===== config.mk =====
export PLATFORM = sky130hd
export DESIGN_NAME = lvdc_serial_loader_flat
export DESIGN_NICKNAME = d
export VERILOG_FILES = /design/src/rtl/lvdc_serial_loader_if.sv /design/src/rtl/lvdc_serial_loader.sv /design/src/flat_wrapper.sv
export SDC_FILE = /design/constraint.sdc
export NUM_CORES = 1
export LEC_CHECK = 0
export CAP_MARGIN = 5
export CORE_MARGIN = 2
export CORE_UTILIZATION = 53
export DETAILED_ROUTE_END_ITERATION = 10
export PLACE_DENSITY = 0.75
export SLEW_MARGIN = 15
export SYNTH_ARGS = -nofsm -noshare
export SYNTH_HDL_FRONTEND = slang
export SYNTH_SLANG_ARGS = --single-unit

===== constraint.sdc =====
create_clock -name clk -period 2.6 [get_ports clk]
set_input_delay 0.52 -clock clk [delete_from_list [all_inputs] [get_ports clk]]
set_output_delay 0.52 -clock clk [all_outputs]
set_load 0.1 [all_outputs]

===== src/rtl/lvdc_serial_loader_if.sv =====
// Word-load handshake between a producer and the LVDC serial loader.
interface lvdc_serial_loader_if #(
  parameter int WORD_W = 26
) ();
  logic [WORD_W-1:0] wdata;
  logic              wvalid;
  logic              wready;

  modport master (output wdata, output wvalid, input wready);
  modport slave  (input wdata, input wvalid, output wready);
endinterface


===== src/rtl/lvdc_serial_loader.sv =====
// Buffers parallel words in a small FIFO and shifts them MSB-first onto the
// LVDC serial input with DATAV framing, optional odd parity and an INTCV pulse.
module lvdc_serial_loader #(
  parameter int WORD_W     = 26,
  parameter int PARITY_EN  = 1,
  parameter int FIFO_DEPTH = 4,
  parameter int BIT_DIV    = 4,
  parameter int GAP_CYC    = 2
) (
  input  logic                              clk,
  input  logic                              rst,
  lvdc_serial_loader_if.slave               wr,
  input  logic                              hold,
  output logic                              din,
  output logic                              datav,
  output logic                              intcv,
  output logic                              busy,
  output logic [$clog2(FIFO_DEPTH+1)-1:0]   level
);
  localparam int NB  = WORD_W + PARITY_EN;
  localparam int LW  = $clog2(FIFO_DEPTH + 1);
  localparam int AW  = $clog2(FIFO_DEPTH);
  localparam int BCW = $clog2(NB);
  localparam int DCW = (BIT_DIV > 1) ? $clog2(BIT_DIV) : 1;
  localparam int GCW = (GAP_CYC > 1) ? $clog2(GAP_CYC) : 1;

  localparam logic [LW-1:0]  FULL_CNT = LW'(FIFO_DEPTH);
  localparam logic [LW-1:0]  LW_ONE   = LW'(1);
  localparam logic [AW-1:0]  AW_ONE   = AW'(1);
  localparam logic [BCW-1:0] BIT_LAST = BCW'(NB - 1);
  localparam logic [BCW-1:0] BCW_ONE  = BCW'(1);
  localparam logic [DCW-1:0] DIV_LAST = DCW'(BIT_DIV - 1);
  localparam logic [DCW-1:0] DCW_ONE  = DCW'(1);
  localparam logic [GCW-1:0] GAP_LAST = GCW'(GAP_CYC - 1);
  localparam logic [GCW-1:0] GCW_ONE  = GCW'(1);

  typedef enum logic [1:0] {
    ST_IDLE  = 2'd0,
    ST_SHIFT = 2'd1,
    ST_GAP   = 2'd2
  } state_t;

  // Data plus parity must carry an odd number of ones.
  function automatic logic odd_parity(input logic [WORD_W-1:0] d);
    return ~(^d);
  endfunction

  logic [WORD_W-1:0] mem_r [FIFO_DEPTH];
  logic [AW-1:0]     wptr_r, rptr_r;
  logic [LW-1:0]     count_r, count_s;
  logic              wready_r;

  state_t            state_r, state_s;
  logic [NB-1:0]     sreg_r, sreg_s, load_s;
  logic [BCW-1:0]    bit_cnt_r, bit_cnt_s;
  logic [DCW-1:0]    div_cnt_r, div_cnt_s;
  logic [GCW-1:0]    gap_cnt_r, gap_cnt_s;
  logic              din_r, din_s, datav_r, datav_s, intcv_r, intcv_s, busy_r;
  logic              push_s, pop_s;
  logic [WORD_W-1:0] head_s;

  assign head_s = mem_r[rptr_r];
  assign push_s = wr.wvalid & wready_r;

  if (PARITY_EN != 0) begin : g_par
    assign load_s = {head_s, odd_parity(head_s)};
  end else begin : g_nopar
    assign load_s = head_s;
  end

  // FIFO occupancy after this cycle's push and pop.
  always_comb begin
    count_s = count_r;
    case ({push_s, pop_s})
      2'b10:   count_s = count_r + LW_ONE;
      2'b01:   count_s = count_r - LW_ONE;
      default: count_s = count_r;
    endcase
  end

  // Serializer next-state and next-output logic.
  always_comb begin
    state_s   = state_r;
    sreg_s    = sreg_r;
    bit_cnt_s = bit_cnt_r;
    div_cnt_s = div_cnt_r;
    gap_cnt_s = gap_cnt_r;
    din_s     = din_r;
    datav_s   = datav_r;
    intcv_s   = 1'b0;
    pop_s     = 1'b0;
    case (state_r)
      ST_IDLE: begin
        if ((count_r != '0) && !hold) begin
          pop_s     = 1'b1;
          sreg_s    = load_s;
          bit_cnt_s = '0;
          div_cnt_s = '0;
          gap_cnt_s = '0;
          din_s     = load_s[NB-1];
          datav_s   = 1'b1;
          state_s   = ST_SHIFT;
        end else begin
          din_s   = 1'b0;
          datav_s = 1'b0;
        end
      end
      ST_SHIFT: begin
        if (div_cnt_r == DIV_LAST) begin
          div_cnt_s = '0;
          if (bit_cnt_r == BIT_LAST) begin
            state_s   = ST_GAP;
            din_s     = 1'b0;
            datav_s   = 1'b0;
            intcv_s   = 1'b1;
            gap_cnt_s = '0;
          end else begin
            bit_cnt_s = bit_cnt_r + BCW_ONE;
            sreg_s    = {sreg_r[NB-2:0], 1'b0};
            din_s     = sreg_r[NB-2];
          end
        end else begin
          div_cnt_s = div_cnt_r + DCW_ONE;
        end
      end
      ST_GAP: begin
        if (gap_cnt_r == GAP_LAST) begin
          state_s   = ST_IDLE;
          gap_cnt_s = '0;
        end else begin
          gap_cnt_s = gap_cnt_r + GCW_ONE;
        end
      end
      default: begin
        state_s = ST_IDLE;
        din_s   = 1'b0;
        datav_s = 1'b0;
      end
    endcase
  end

  // FIFO storage; stale entries are harmless because the count gates reads.
  always_ff @(posedge clk) begin
    if (push_s) begin
      mem_r[wptr_r] <= wr.wdata;
    end
  end

  // Pointers, count, serializer state and registered outputs.
  always_ff @(posedge clk) begin
    if (rst) begin
      wptr_r    <= '0;
      rptr_r    <= '0;
      count_r   <= '0;
      wready_r  <= 1'b1;
      state_r   <= ST_IDLE;
      sreg_r    <= '0;
      bit_cnt_r <= '0;
      div_cnt_r <= '0;
      gap_cnt_r <= '0;
      din_r     <= 1'b0;
      datav_r   <= 1'b0;
      intcv_r   <= 1'b0;
      busy_r    <= 1'b0;
    end else begin
      wptr_r    <= push_s ? (wptr_r + AW_ONE) : wptr_r;
      rptr_r    <= pop_s ? (rptr_r + AW_ONE) : rptr_r;
      count_r   <= count_s;
      wready_r  <= (count_s != FULL_CNT);
      state_r   <= state_s;
      sreg_r    <= sreg_s;
      bit_cnt_r <= bit_cnt_s;
      div_cnt_r <= div_cnt_s;
      gap_cnt_r <= gap_cnt_s;
      din_r     <= din_s;
      datav_r   <= datav_s;
      intcv_r   <= intcv_s;
      busy_r    <= (state_s != ST_IDLE);
    end
  end

  assign wr.wready = wready_r;
  assign din       = din_r;
  assign datav     = datav_r;
  assign intcv     = intcv_r;
  assign busy      = busy_r;
  assign level     = count_r;
endmodule


===== src/flat_wrapper.sv =====
// flat-port wrapper written by rule: the top's interface ports become plain ports
module lvdc_serial_loader_flat 
#(
  parameter int WORD_W     = 26,
  parameter int PARITY_EN  = 1,
  parameter int FIFO_DEPTH = 4,
  parameter int BIT_DIV    = 4,
  parameter int GAP_CYC    = 2
)
  (clk, rst, hold, din, datav, intcv, busy, level, wr_wdata, wr_wvalid, wr_wready);
  lvdc_serial_loader_if #(.WORD_W(WORD_W)) wr_i ();
  input  logic clk;
  input  logic rst;
  input  logic hold;
  output logic din;
  output logic datav;
  output logic intcv;
  output logic busy;
  output logic [$clog2(FIFO_DEPTH+1)-1:0] level;
  input wire logic [$bits(wr_i.wdata)-1:0] wr_wdata;
  input wire logic [$bits(wr_i.wvalid)-1:0] wr_wvalid;
  output wire logic [$bits(wr_i.wready)-1:0] wr_wready;
  assign wr_i.wdata = wr_wdata;
  assign wr_i.wvalid = wr_wvalid;
  assign wr_wready = wr_i.wready;
  lvdc_serial_loader #(.WORD_W(WORD_W), .PARITY_EN(PARITY_EN), .FIFO_DEPTH(FIFO_DEPTH), .BIT_DIV(BIT_DIV), .GAP_CYC(GAP_CYC)) u_core (.clk(clk), .rst(rst), .wr(wr_i), .hold(hold), .din(din), .datav(datav), .intcv(intcv), .busy(busy), .level(level));
endmodule

* After elaboration in Yosys (flattened, before gate mapping)
Memories as Yosys holds them, arrays and structs flattened. A register that Yosys moved wholly into a read port is not among the register bits.
Cells that the tools add are included.
** Word-level totals
- Memories kept :: 1
- Memory bits (writable) :: 104
- Bits of input ports :: 30
- Bits in registers :: 48
** Memory list
- u_core.mem_r :: words 4, bits a word 26, read ports 1, clocked after Yosys merged registers in 1, wr ports 1, RTL line lvdc_serial_loader.sv:48 : logic [WORD_W-1:0] mem_r [FIFO_DEPTH];
** Operators by class
- Reductions and logical operators :: 14
- Equality and inequality tests :: 11
- Muxes and demuxes :: 34
- Bitwise gates (word level) :: 5
- Add/subtract/negate cells :: 7
** Operators with widths (number)
- $mux W26 :: 3
- $pmux W26 S2 :: 1
- $reduce_xor A26 Y1 :: 1
- $mux W2 :: 8
- $mux W5 :: 3
- $mux W1 :: 12
- $pmux W5 S2 :: 1
- $pmux W1 S3 :: 3
- $reduce_and A4 Y1 :: 2
- $add A2 B1 Y2 const B :: 3
- $eq A2 B2 Y1 const B :: 3
- $ne A2 B1 Y1 const B :: 3
- $pmux W2 S3 :: 1
- $pmux W3 S2 :: 1
- $reduce_bool A3 Y1 :: 2
- $add A5 B1 Y5 const B :: 1
- $eq A5 B5 Y1 const B :: 1
- $eq A2 B1 Y1 const B :: 2
- $not A1 Y1 :: 4
- $pmux W2 S2 :: 1
- $reduce_and A2 Y1 :: 2
- $reduce_bool A2 Y1 :: 2
- $add A3 B1 Y3 const B :: 1
- $ne A3 B3 Y1 const B :: 1
- 9 further kinds :: 9

* Logic depth before layout (Yosys ltp)
- Depth in word-level cells :: 7
- Mapped depth :: 11
- Depth with buffers taken out :: 10

* Worst setup path before layout
No wires, ideal clock.
- Path kind :: flip-flop to flip-flop
- Start point :: register u_core.count_r[0], in the netlist u_core.level[0]
- End point :: register u_core.wready_r, in the netlist u_core.wr.wready
- Period minus slack after synthesis :: 3284 ps
- Arrival :: 3157 ps
- Path buffers :: 1
- Stages on the path, launching flop included :: 12
- Setup slack :: -684 ps
- Path through :: dfxtp_1 -> nor3_1 -> or4_1 -> clkbuf_1 -> clkinv_1 -> ha_1 -> inv_1 -> fa_1 -> xor2_1 -> nor2_1 -> xnor2_1 -> or3_1
** On the way
- Cells in the longest elaborated chain, start to end :: 7
** Ends and longest elaborated chain
- start: declaration :: RTL line lvdc_serial_loader.sv:50 : logic [LW-1:0] count_r, count_s;
- start signal: assignment :: RTL line lvdc_serial_loader.sv:168 : count_r <= count_s;
- $reduce_bool A3 Y1 :: RTL line lvdc_serial_loader.sv:94 : if ((count_r != '0) && !hold) begin
- $logic_and A1 B1 Y1 :: RTL line lvdc_serial_loader.sv:94
- $mux W1 :: RTL line lvdc_serial_loader.sv:94
- $mux W1 :: RTL line lvdc_serial_loader.sv:92 : case (state_r)
- $eq A2 B1 Y1 or $eq A2 B2 Y1 (tied branches) :: RTL line lvdc_serial_loader.sv:74 : case ({push_s, pop_s})
- $pmux W3 S2 * :: RTL line lvdc_serial_loader.sv:74
- $ne A3 B3 Y1 * :: RTL line lvdc_serial_loader.sv:169 : wready_r <= (count_s != FULL_CNT);
- end signal: assignment :: RTL line lvdc_serial_loader.sv:169
- end: declaration :: RTL line lvdc_serial_loader.sv:51 : logic wready_r;
Every way passes the cells marked *; elsewhere a longest branch is shown, timed or not.
A chain may end at the register's enable or synchronous reset.

==> metrics <==
Die Y 113 um; final setup vio count 0; Die X 113 um; core area 0.0115 mm2; die area 0.0128 mm2; CP peak stage delay 0.55 ns; GPL Wtd Cong 0.772; Antenna diodes 0; slowest CP cell mux4_2; IO Pins 38; first-pass GRT wire length 18.2 mm; power density cells 1230 mW/mm2; Static Leak 0.00265 uW; area grow syn2layout 20.9%; crit path time final 2.58 ns; setup ws final 0.0204 ns; synthesized area per cell 14.9 um2; Tightest Pin Transition 0.588 ns; Overflow after GRT 0; WP buf/inv 2; slew margin rel. 60.8%; CP Class flip-flop to flip-flop; Sink Count 154; MaxCap Viol Count 0; initial DRC count 236; final WL 11.4 mm; port bufs 37; #FFs+latches synth 154; Peak Freq 388 MHz; post-route insts no fill 634; post-DP HPWL 7.02 mm; TritonCTS Buffers 17; fin crit share 99.2%; Syn Std Cell Area 0.00629 mm2; clock latency on the worst-skew pair 0.43 ns; asr flop ratio synth 0%; Final Max Tran Viols 0; VDD IR-drop max 0.693 mV; status finished with violations; # placed instances 600; Vias/cell 5.61; R2R depth 8; Max Root-Sink Buffers 2; cell count after synthesis 423; Final ANT Viol Nets 0; Hold EP u_core.sreg_r[13]; Hold Path Stages 2; Post-layout nets 517; endpoint class of the critical path flip-flop; initial core utilization 54.6%; layout cell share with drive strength beyond 1 19.1%; Main synth FF type edfxtp_1; row count 39; commonest cells after routing, fill and taps aside edfxtp_1 (104), nand2_1 (56), dfxtp_1 (46); drt wl/cell 17.9 um; htree depth 4; failing checks design-rule violations; final setup skew 0.00575 ns; Worst Path Arrival 2.92 ns; HP Class flip-flop to flip-flop; critical path peak fanout 9; commonest non-fill, non-tap cell in the layout edfxtp_1; hold_buf cts 0; CP Launch Type flip-flop; fill count 773; Sequential cell area 0.00414 mm2; r2r endpoint u_core.sreg_r[0]; Core Util, Final 66.0%; Hold Vio Cnt, Final 0; crit path cell chain buf_12 -> buf_12 -> mux4_2 -> xnor2_2 -> xnor2_2 -> xnor3_1 -> xnor3_1 -> o32ai_2; TritonCTS clock tree yes; Netlist cell types 40; register area share after synthesis 65.6%; Synth Warn # 0; CP Data Required Time 2.94 ns; CP delay by family, top XOR/XNOR gates; clock transition at the registers of the reported paths 0.06 ns; vias in the first global route 3659; RSZ-0062 raised after global routing yes; DRC viols 2; Pre-antenna DRT Iters 9; CTS Root Cell clkbuf_16; reg-to-reg slack, setup 0.02 ns; via count 3554; Multi-input gate area 0.00204 mm2; syn nets 462; Post-Route Setup TNS 0 ns; pre-CTS setup slack -0.483 ns; Post-synth EDFFs 104; hold_sp u_core.sreg_r[12]; All-Layer GR Usage 19.3%; initial antenna violation count 0; largest net degree at the start of global routing 39
sequential cells by signal, summed over array words and instances (netlist names), 2 cells and up, named ones only:
name              count
u_core.sreg_r        26
u_core.mem_r        104
u_core.state_r        2
u_core.bit_cnt_r      5
u_core.level          3
u_core.wptr_r         2
u_core.div_cnt_r      2
u_core.rptr_r         2
how the worst max path moves through the flow:
stage	endpoint	depth (start not counted)	slack (ns)	from
after floorplan	u_core.wr.wready	10	0.003	hold
after global placement	u_core.wr.wready	10	-0.43	hold
after detailed placement	u_core.wr.wready	10	-0.48	hold
after CTS	u_core.sreg_r[0]	8	-0.006	flip-flop
after global routing	u_core.sreg_r[0]	8	-0.06	flip-flop
final	u_core.sreg_r[0]	8	0.02	flip-flop
synth_stat cells (all sizes together), types with 2 or more instances:
library cell / number / area (um2)
dfxtp: 50 / 1000
nand3: 3 / 15.0
inv: 7 / 26.3
edfxtp: 104 / 3120
nor2b: 3 / 18.8
o21ai: 3 / 15.0
nand2: 56 / 210
a21oi: 7 / 35.0
xor2: 9 / 78.8
a311oi: 25 / 219
xnor3: 2 / 45.0
nand2b: 4 / 25.0
and3: 5 / 31.3
mux4: 26 / 661
nor3: 8 / 40.0
ha: 8 / 100
nor2: 39 / 146
clkbuf: 16 / 60.1
xnor2: 23 / 224
buf: 9 / 77.6
nand4: 2 / 12.5
worst register-to-register path: cells and delay by family, from the launching register on:
kind	cells	cell delay (ns)
AOI/OAI and AO/OA	1	0.20
buffers and inverters	2	0.27
muxes	1	0.55
DFF	1	0.34
xor gates and xnor gates	4	1.12
where the power goes:
part	switching, uW	total [uW]	internal (uW)
clock	981	2400	1410
sequential	200	3250	3050
combinational	1810	3680	1870
total	3000	9330	6330
final cells by class:
cell class	count	share of cell area [%]
timing repair buffer	61	8.29
multi-input combinational	236	26.8
clock buffer	18	5.65
sequential	154	54.4
clock inverter	14	1.94
tap	143	2.35
inverter	8	0.560
logic make-up (layout without fill, tap and decap cells):
kind of cell	after synthesis	count (layout)	synth area share [%]
adder cells (fa/ha/maj)	9	9	1.91
AO/OA/AOI/OAI	43	43	5.41
XOR/XNOR	34	34	5.53
multiplexers	26	26	10.5
buffers and inverters	33	101	2.67
flip-flops	154	154	65.6
AND/OR/NAND/NOR	124	124	8.41
timing repair:
action | CTS | global route
setup buffers | 0 | 2
pin swaps | 1 | 6
endpoints found under the setup margin | 2 | 2
resized for setup | 4 | 12
endpoints found under the hold margin | 0 | 0
per-stage QoR:
| step | hold slack [ns] | area [um2] | power, uW |
|---|---|---|---|
| floorplan | 0.452 | 6340 | 6040 |
| global placement | 0.458 | 7000 | 6720 |
| detailed placement | 0.473 | 7000 | 6840 |
| CTS | 0.481 | 7570 | 9260 |
| global route | 0.503 | 7600 | 9800 |
| finish | 0.478 | 7600 | 9330 |
per-layer routing:
layer / vias up / global-route usage (%) / share of wire (%)
met5: - / 0 / 0
met4: 0 / 8.21 / 2.1
met3: 22 / 7.34 / 4.6
met2: 92 / 32.6 / 52
met1: 1739 / 22.3 / 41
li1: 1701 / - / -
Note: power is estimated with default switching activity, not from simulation.
